## src/rtl/jpeg_rl_pkg.sv

```systemverilog
// jpeg_rl_pkg: shared types and constants for the JPEG run-length decoder.
// Holds the FSM state enum, block length and the ZRL/EOB/size encodings.
package jpeg_rl_pkg;

    typedef enum logic [1:0] {
        S_IDLE,
        S_AC,
        S_RUN,
        S_FILL
    } rld_state_t;

    localparam int         BLKLEN   = 64;
    localparam logic [3:0] ZRL_RLEN = 4'd15;
    localparam logic [3:0] EOB_RLEN = 4'd0;
    localparam logic [3:0] EOB_SIZE = 4'd0;
    localparam logic [3:0] MAX_SIZE = 4'd11;

endpackage

```

## src/rtl/jpeg_amp_decode.sv

```systemverilog
// jpeg_amp_decode: (size, amp) -> signed coefficient, purely combinational.
// Ports: i_size category, i_amp additional bits, o_val two's complement value.
module jpeg_amp_decode #(
    parameter int DWIDTH = 12
) (
    input  logic [3:0]        i_size,
    input  logic [DWIDTH-1:0] i_amp,
    output logic [DWIDTH-1:0] o_val
);

    logic [31:0] w_amp;
    logic [31:0] w_mask;
    logic [31:0] w_bits;
    logic        w_msb;

    always_comb begin
        w_amp  = 32'(i_amp);
        w_mask = (32'd1 << i_size) - 32'd1;
        w_bits = w_amp & w_mask;
        w_msb  = w_amp[i_size - 4'd1];
        if (i_size == 4'd0)
            o_val = '0;
        else if (w_msb)
            o_val = DWIDTH'(w_bits);
        else
            // 32-bit wrap then truncate yields the sign-extended negative value
            o_val = DWIDTH'(w_bits - w_mask);
    end

endmodule

```

## src/rtl/jpeg_rld.sv

```systemverilog
// jpeg_rld: expands (rlen,size,amp) symbols into 64-sample zig-zag blocks.
// Ports: clk, rst (async low), ena, den/dcterm/rlen/size/amp in, rdy,
// dout/douten/dgo out, err sticky. Optional checks: JPEG_RLD_ERRCHK_EN.
module jpeg_rld
    import jpeg_rl_pkg::*;
#(
    parameter int DWIDTH = 12
) (
    input  logic              clk,
    input  logic              rst,
    input  logic              ena,
    input  logic              den,
    input  logic              dcterm,
    input  logic [3:0]        rlen,
    input  logic [3:0]        size,
    input  logic [DWIDTH-1:0] amp,
    output logic              rdy,
    output logic [DWIDTH-1:0] dout,
    output logic              douten,
    output logic              dgo,
    output logic              err
);

    localparam int            PW   = $clog2(BLKLEN);
    localparam logic [PW-1:0] LAST = PW'(BLKLEN - 1);

    rld_state_t        r_state;
    logic [PW-1:0]     r_pos;
    logic [3:0]        r_run;
    logic [DWIDTH-1:0] r_val;
    logic [DWIDTH-1:0] r_dout;
    logic              r_douten;
    logic              r_dgo;

    logic [DWIDTH-1:0] w_val;
    logic              w_eob;
    logic              w_last;
    logic [PW-1:0]     w_pos_nx;

    jpeg_amp_decode #(.DWIDTH(DWIDTH)) u_amp (
        .i_size (size),
        .i_amp  (amp),
        .o_val  (w_val)
    );

    assign rdy      = (r_state == S_IDLE) || (r_state == S_AC);
    assign w_eob    = (size == EOB_SIZE) && (rlen == EOB_RLEN);
    assign w_last   = (r_pos == LAST);
    assign w_pos_nx = w_last ? '0 : r_pos + PW'(1);

    always_ff @(posedge clk or negedge rst) begin
        if (!rst) begin
            r_state  <= S_IDLE;
            r_pos    <= '0;
            r_run    <= '0;
            r_val    <= '0;
            r_dout   <= '0;
            r_douten <= 1'b0;
            r_dgo    <= 1'b0;
        end else if (ena) begin
            r_douten <= 1'b0;
            r_dgo    <= 1'b0;
            unique case (r_state)
                S_IDLE, S_AC: begin
                    if (den && dcterm) begin
                        // DC always opens a fresh block, even mid-block
                        r_dout   <= w_val;
                        r_douten <= 1'b1;
                        r_dgo    <= 1'b1;
                        r_pos    <= PW'(1);
                        r_state  <= S_AC;
                    end else if (den && r_state == S_AC) begin
                        r_douten <= 1'b1;
                        r_pos    <= w_pos_nx;
                        if (w_eob) begin
                            r_dout  <= '0;
                            r_state <= w_last ? S_IDLE : S_FILL;
                        end else if (rlen == 4'd0) begin
                            r_dout  <= w_val;
                            r_state <= w_last ? S_IDLE : S_AC;
                        end else begin
                            // first zero goes out now; rlen-1 zeros then r_val remain
                            r_dout  <= '0;
                            r_run   <= rlen - 4'd1;
                            r_val   <= w_val;
                            r_state <= w_last ? S_IDLE : S_RUN;
                        end
                    end
                end
                S_RUN: begin
                    r_douten <= 1'b1;
                    r_pos    <= w_pos_nx;
                    if (r_run == 4'd0) begin
                        r_dout  <= r_val;
                        r_state <= w_last ? S_IDLE : S_AC;
                    end else begin
                        r_dout  <= '0;
                        r_run   <= r_run - 4'd1;
                        r_state <= w_last ? S_IDLE : S_RUN;
                    end
                end
                S_FILL: begin
                    r_douten <= 1'b1;
                    r_pos    <= w_pos_nx;
                    r_dout   <= '0;
                    r_state  <= w_last ? S_IDLE : S_FILL;
                end
            endcase
        end
    end

    assign dout   = r_dout;
    assign douten = r_douten;
    assign dgo    = r_dgo;

`ifdef JPEG_RLD_ERRCHK_EN
    logic r_err;
    logic w_ac_sym;
    logic w_err_set;

    assign w_ac_sym = den && !dcterm;

    always_comb begin
        w_err_set = 1'b0;
        if (r_state == S_IDLE && w_ac_sym)
            w_err_set = 1'b1;
        if (r_state == S_AC && den && dcterm)
            w_err_set = 1'b1;
        if (rdy && den && size > MAX_SIZE)
            w_err_set = 1'b1;
        if (r_state == S_AC && w_ac_sym && size == 4'd0
            && rlen != EOB_RLEN && rlen != ZRL_RLEN)
            w_err_set = 1'b1;
        // overrun: samples still pending when pos BLKLEN-1 goes out
        if (r_state == S_AC && w_ac_sym && !w_eob
            && rlen != 4'd0 && w_last)
            w_err_set = 1'b1;
        if (r_state == S_RUN && w_last && r_run != 4'd0)
            w_err_set = 1'b1;
    end

    always_ff @(posedge clk or negedge rst) begin
        if (!rst)
            r_err <= 1'b0;
        else if (ena && w_err_set)
            r_err <= 1'b1;
    end

    assign err = r_err;
`else
    assign err = 1'b0;
`endif

endmodule
```

## config.mk

```make
export PLATFORM = sky130hd
export DESIGN_NAME = jpeg_rld
export DESIGN_NICKNAME = d
export VERILOG_FILES = /design/src/rtl/jpeg_rl_pkg.sv /design/src/rtl/jpeg_amp_decode.sv /design/src/rtl/jpeg_rld.sv
export SDC_FILE = /design/constraint.sdc
export NUM_CORES = 1
export LEC_CHECK = 0
export ABC_AREA = 1
export BUFFER_PORTS_ARGS = -buffer_cell sky130_fd_sc_hd__clkbuf_2
export CORE_MARGIN = 2
export CORE_UTILIZATION = 60
export CTS_BUF_LIST = sky130_fd_sc_hd__clkbuf_4
export DETAILED_ROUTE_END_ITERATION = 6
export PLACE_DENSITY = 0.83
export SLEW_MARGIN = 20
export SYNTH_ARGS = -nofsm -noshare
export SYNTH_HDL_FRONTEND = slang
export SYNTH_SLANG_ARGS = --single-unit
```

## constraint.sdc

```tcl
create_clock -name clk -period 1.8 [get_ports clk]
set_input_delay 0.27 -clock clk [delete_from_list [all_inputs] [get_ports clk]]
set_output_delay 0.27 -clock clk [all_outputs]
set_load 0.03 [all_outputs]
```

==> summary.txt, run 1 <==
Yosys
  • Synthesized flop and latch total: 38
  • Synth warn: 0
  • Mapped Cells: 436
  • Post-synth top area share: 30.9%
  • Synth area leaders: dfrtp_1, nand2_1, nand3_1
  • Distinct cell type count after synthesis: 39
  • Mapped cell area: 3080 um^2
  • Sequential share of the synthesized area: 30.9%
  • Synth area leader: dfrtp_1
  • Avg Synthesized Cell Area: 7.06 um^2
  • Syn_nets: 470

Global routing
  • First-pass GRT wire length: 12900 um
  • Pin count of the biggest net entering global routing: 16
  • Vias in the first global route: 2955
  • Gr ovfl total: 0
  • Initial antenna violation count: 0
  • Global Route Usage Sum: 29.1%

Clock tree
  • TritonCTS Buffers: 5
  • CTS sink count: 38
  • CTS H-tree depth: 2
  • CTS tree: yes
  • Worst-skew pair later-pin latency: 0.37 ns
  • CTS Buffer Depth: 2
  • CTS root buffer: clkbuf_4
  • Reg clk slew, reported paths: 0.13 ns

Worst setup path
  • CP top delay family: simple AND/OR/NAND/NOR gates
  • Cell depth of the worst flop-to-flop path: 7
  • Worst reg2reg startpoint: r_run[1]
  • R2r endpoint: r_state[1]
  • Crit path launch type: input port
  • Slowest-stage cell, CP: nor2_8
  • Crit-path max FO: 7
  • Worst path arrival time: 2.06 ns
  • Critical Path RT: 2.10 ns
  • Crit end category: flip-flop
  • Most frequent CP cell: nand2_4
  • R2R setup slack: 0.25 ns
  • CP max stage delay: 0.19 ns
  • CP bufs+invs: 3
  • Cells along the critical path: buf_12 > inv_8 > ha_4 > nand2_4 > buf_4 > nand2_2 > nor2_8 > nand2_4 > nand3_4 > nand2_4 > nor2_4 > nand2_4 > nor2_8 > nand2_2 > nand2_2 > nand4_1 > a21oi_2
  • WS Path Type: in -> reg

Detailed routing
  • DR pass1 iterations: 7
  • WL per Instance: 14.0 um
  • Post-Route WL: 8370 um
  • Final ANT Viol Nets: 0
  • Via count: 3287
  • Starting DRC count in detailed routing: 282
  • Vias per cell: 5.49
  • DRC Markers: 0

Placement
  • Placed Area: 3760 um^2
  • DP Wirelength: 6330 um
  • # port buffers: 39
  • Dpl cells: 586
  • RePlAce Congestion: 0.879

STA
  • Fmax: 567 MHz
  • Hold Violations, Final: 0
  • Final Cycle Share: 98.0%
  • Final Skew: 0.0166 ns
  • Unrepaired setup endpoints after global routing: yes
  • Crit path time final: 1.76 ns
  • Setup-failing EPs final: 0
  • Max Slew Vio Count: 0

Job
  • Max cap viols: 0

Layout
  • Most frequent cells in the layout: nand2_1, buf_4, inv_1, dfrtp_1, clkbuf_2
  • Layout Utilization: 81.0%
  • Fin area: 4090 um^2
  • Share of cells above drive strength 1: 35.0%
  • Area growth syn-to-layout: 32.7%
  • Post-route insts no fill: 599
  • Layout Nets: 562
  • Number of diodes: 0
  • Most common cell after layout, fill and taps aside: nand2_1

Min path
  • Hold Path Class: in -> reg
  • Worst Hold Path Cells: 3
  • Hold path endpoint: dgo
  • Hold path start: ena

Power and ir drop
  • Leak: 2.17 nW
  • Cell Pwr Density: 951 nW/um^2
  • Worst vdd ir: 696 uV

Floorplanning
  • Die Ht: 75.6 um
  • Chip width: 75.6 um
  • Starting Density: 61.0%
  • Top-level I/O count: 41
  • Area of the core: 5040 um^2
  • Row count: 26
  • Die area: 5720 um^2

Outcome
  • Outcome: complete, no violations
-- worst max-delay path by stage --
stage | startpoint | to | slack [ns] | cells past startpoint
2_1_floorplan | size[0] | dout[7] | -0.34 | 19
3_3_place_gp | size[0] | dout[7] | -0.36 | 18
3_5_place_dp | size[1] | dout[9] | -0.47 | 16
4_1_cts | size[1] | dout[10] | 0.007 | 19
5_1_grt | size[0] | dout[2] | -0.1 | 14
6_report | size[0] | dout[9] | 0.04 | 17
-- through the flow --
stage               TNS [ns]  hold WS (ns)  setup WS (ns)  power, mW
finish                     0         0.168         0.0367       3.89
global placement       -7.02         0.191         -0.357       2.98
floorplan              -5.41       -0.0256         -0.339       2.52
CTS                        0         0.165        0.00748       3.82
global route          -0.330         0.228        -0.0964       4.18
detailed placement     -8.96         0.197         -0.469       3.05
-- registers in the layout, summed over array words and instances (netlist names) --
name,count
dout,12
r_val,12
r_pos,6
r_run,4
r_state,2
dgo,1
douten,1
-- layout make-up --
type	instances	area, um^2
Clock buffer	5	37.5
Clock inverter	3	68.8
Fill cell	351	957
Inverter	59	239
Multi-Input combinational cell	326	2010
Sequential cell	38	951
Tap cell	70	87.6
Timing Repair Buffer	98	691
-- per-layer routing --
metal | global-route usage [%] | vias up | wire length (um)
met4 | 10.3 | 0 | 208
met1 | 38.2 | 1532 | 3450
li1 | - | 1604 | -
met2 | 48.1 | 127 | 4210
met3 | 5.29 | 24 | 497
met5 | 0 | - | 0
-- worst register-to-register path: cells and delay by family, from the launching register on --
family / cells / cell delay (ns)
simple gates: 2 / 0.49
flops: 1 / 0.42
buf+inv: 3 / 0.32
compound gates: 2 / 0.22
-- power breakdown --
part           internal (mW)  switching (mW)
combinational          0.684            1.09
clock                  0.434           0.324
sequential              1.17           0.187
-- cell usage after synthesis, drive strengths merged --
master  number
nor4         2
o21bai       1
nand4       10
inv         59
nand3       58
a31oi        1
xor2         3
nor3         4
nor3b        1
conb         1
and2         1
clkbuf       5
o21ai       30
a21oi       33
nand2      116
mux2i        2
nand3b       3
dfrtp       38
nor2        43
buf          8
xnor2        2
o211ai       2
a22oi        1
or2          1
a211oi       1
o22ai        1
ha           9
-- kinds of logic after synthesis --
| family | Yosys count | synth area share [%] |
|---|---|---|
| and+or+nand+nor | 239 | 41.3 |
| buffers and inverters | 72 | 10.0 |
| AOI/OAI and AO/OA | 70 | 12.0 |
| DFF | 38 | 30.9 |
| adders and majority gates | 9 | 3.66 |
| xor gates and xnor gates | 5 | 1.42 |
| muxes | 2 | 0.650 |
| other | 1 | 0.122 |
-- timing repair --
action / 4_1_cts / 5_1_grt
hold buffers: 1 / 0
cloned: 0 / 0
buffers inserted: 0 / 4
endpoints found under the hold margin: 13 / 0
resized for setup: 10 / 34
pin swaps: 3 / 22
setup endpoints to repair: 13 / 17
No activity file was read; power rests on OpenSTA's default activity.
==> inputs of run 2 (changes only) <==
- PLACE_DENSITY: 0.83 -> not set
- PLACE_DENSITY_LB_ADDON: not set -> 0.12
==> run 2 against run 1 <==
  * Register-to-register slack lost 0.12 ns
  * Combinational power is essentially flat
  * Non-clock buffer count grew 2
  * Core utilization shrank 0.15 points
  * Total power shrank 7.6%
  * Die area is the same
  * Sequential share of layout area is essentially flat
  * Via count shrank 2.3%
==> summary.txt, run 2 (synthesized netlist as in run 1, its figures left out) <==
Layout
  • Share of cells above drive strength 1: 35.8% (+0.81 points)
  • Number of diodes: 0 (unchanged)
  • Most common cell after layout, fill and taps aside: nand2_1
  • Layout Nets: 564 (+0.36%)
  • Most frequent cells in the layout: nand2_1, buf_4, inv_1, dfrtp_1, clkbuf_2
  • Area growth syn-to-layout: 32.5%
  • Layout Utilization: 80.9% (-0.15 points)

STA
  • Crit path time final: 1.77 ns (+0.00354 ns)
  • Setup-failing EPs final: 0 (unchanged)
  • Final Skew: 0.0186 ns (+0.00196 ns)
  • Hold Violations, Final: 0 (unchanged)
  • Final Cycle Share: 98.2% (+0.20 points)
  • Unrepaired setup endpoints after global routing: yes
  • Max Slew Vio Count: 0 (unchanged)
  • Fmax: 566 MHz (-0.20%)
  • Setup TNS: 0 ns (unchanged)

Min path
  • Hold Path Class: in -> reg

Clock tree
  • CTS sink count: 38 (unchanged)
  • CTS tree: yes
  • CTS H-tree depth: 2 (unchanged)
  • Worst-skew pair later-pin latency: 0.36 ns (about the same)
  • Reg clk slew, reported paths: 0.13 ns (about the same)
  • TritonCTS Buffers: 5 (unchanged)
  • CTS root buffer: clkbuf_4
  • CTS Buffer Depth: 2 (unchanged)

Worst setup path
  • WS Path Type: in -> reg
  • CP max stage delay: 0.31 ns (+0.12 ns)
  • CP bufs+invs: 5 (+2)
  • Cells along the critical path: clkbuf_16 > inv_8 > ha_4 > nand2_4 > ha_4 > buf_4 > buf_4 > nand4_1 > buf_4 > nand3_1 > a21oi_1 > nand3_2 > a21oi_2
  • Crit end category: flip-flop
  • Crit-path max FO: 5 (-2)
  • Most frequent CP cell: buf_4
  • Critical Path RT: 2.09 ns (about the same)
  • Worst path arrival time: 2.06 ns (about the same)
  • CP top delay family: buffers and inverters
  • Crit path launch type: input port
  • Slowest-stage cell, CP: a21oi_1

Job
  • Max cap viols: 0 (unchanged)

Global routing
  • Vias in the first global route: 2872 (-2.8%)
  • Initial antenna violation count: 0 (unchanged)
  • First-pass GRT wire length: 12800 um (-1.1%)
  • Global Route Usage Sum: 29.3% (+0.18 points)
  • Pin count of the biggest net entering global routing: 39 (+23)
  • Gr ovfl total: 0 (unchanged)

Placement
  • # port buffers: 39 (unchanged)
  • RePlAce Congestion: 0.974 (+11%)
  • DP Wirelength: 6160 um (-2.8%)

Floorplanning
  • Area of the core: 5040 um^2 (unchanged)
  • Die Ht: 75.6 um (unchanged)
  • Starting Density: 61.0% (unchanged)
  • Die area: 5720 um^2 (unchanged)
  • Top-level I/O count: 41 (unchanged)
  • Chip width: 75.6 um (unchanged)
  • Row count: 26 (unchanged)

Power and ir drop
  • Worst vdd ir: 683 uV (-1.8%)
  • Total Power: 3.59 mW (-7.6%)
  • Cell Pwr Density: 880 nW/um^2 (-7.4%)
  • Leak: 2.17 nW (+0.15%)

Detailed routing
  • DR pass1 iterations: 4 (-3)
  • Post-Route WL: 8180 um (-2.2%)
  • Final ANT Viol Nets: 0 (unchanged)
  • DRC Markers: 0 (unchanged)
  • Via count: 3212 (-2.3%)
  • WL per Instance: 13.6 um (-2.5%)
  • Starting DRC count in detailed routing: 258 (-8.5%)
  • Vias per cell: 5.34 (-2.6%)

Outcome
  • Outcome: complete, no violations
## run 2: worst register-to-register path, stage by stage (launching register included)
cell and delay, ns:
dfrtp_1 0.45, inv_2 0.11, nor2_1 0.05, buf_4 0.16
o21ai_0 0.33, ha_1 0.23, xor2_1 0.13, o21ai_0 0.10
## run 2: path summary, 6_finish.rpt
check	cells past startpoint	end	start	slack [ns]
worst max-delay path	13	dout[10]	size[0]	0.03
worst min-delay path	3	dgo	ena	0.17
worst max register to register	7	r_run[2]	r_state[1]	0.13
worst min register to register	2	douten	douten	0.50
max in group asynchronous	3	dout[11]	rst	0.98
min in group asynchronous	3	dout[2]	rst	0.48
## run 2: per-layer routing
layer,vias up,GRT usage (%),routed length [um]
met5,-,0,0
met1,1486,36.7,3550
li1,1614,-,-
met3,22,4.50,294
met4,0,11.5,229
met2,90,50.4,4110
## run 2: what timing repair did
action                                  4_1_cts  5_1_grt
endpoints found under the setup margin       16       17
setup buffers                                 3        4
hold buffers                                  1        0
pin swaps                                     8       17
gates cloned                                  0        0
resized for setup                            20       26
endpoints found under the hold margin        38        0
## run 2: layout make-up
| class | instances | area, um^2 |
|---|---|---|
| multi-input cells | 326 | 2010 |
| clock buffers | 5 | 37.5 |
| clock inverters | 3 | 16.3 |
| inverters | 59 | 244 |
| repair buffers | 100 | 727 |
| fillers | 370 | 965 |
| well taps | 70 | 87.6 |
| flip-flops and latches | 38 | 951 |
## run 2: power breakdown
part | leakage [nW] | switching [mW] | internal, mW | total [mW]
Combinational | 1.67 | 1.09 | 0.694 | 1.78
Clock | 0.0286 | 0.307 | 0.145 | 0.452
Sequential | 0.469 | 0.188 | 1.17 | 1.36
Total | 2.17 | 1.58 | 2.01 | 3.59
## run 2: per-stage QoR
stage | hold slack [ns] | cells | instance area, um^2 | worst slack, ns
after floorplan | -0.0256 | 436 | 3150 | -0.339
after global placement | 0.348 | 585 | 3770 | -0.512
after detailed placement | 0.345 | 585 | 3770 | -0.584
after CTS | 0.171 | 597 | 3960 | 0.00495
after global routing | 0.207 | 601 | 4080 | -0.0611
final | 0.174 | 601 | 4080 | 0.0332
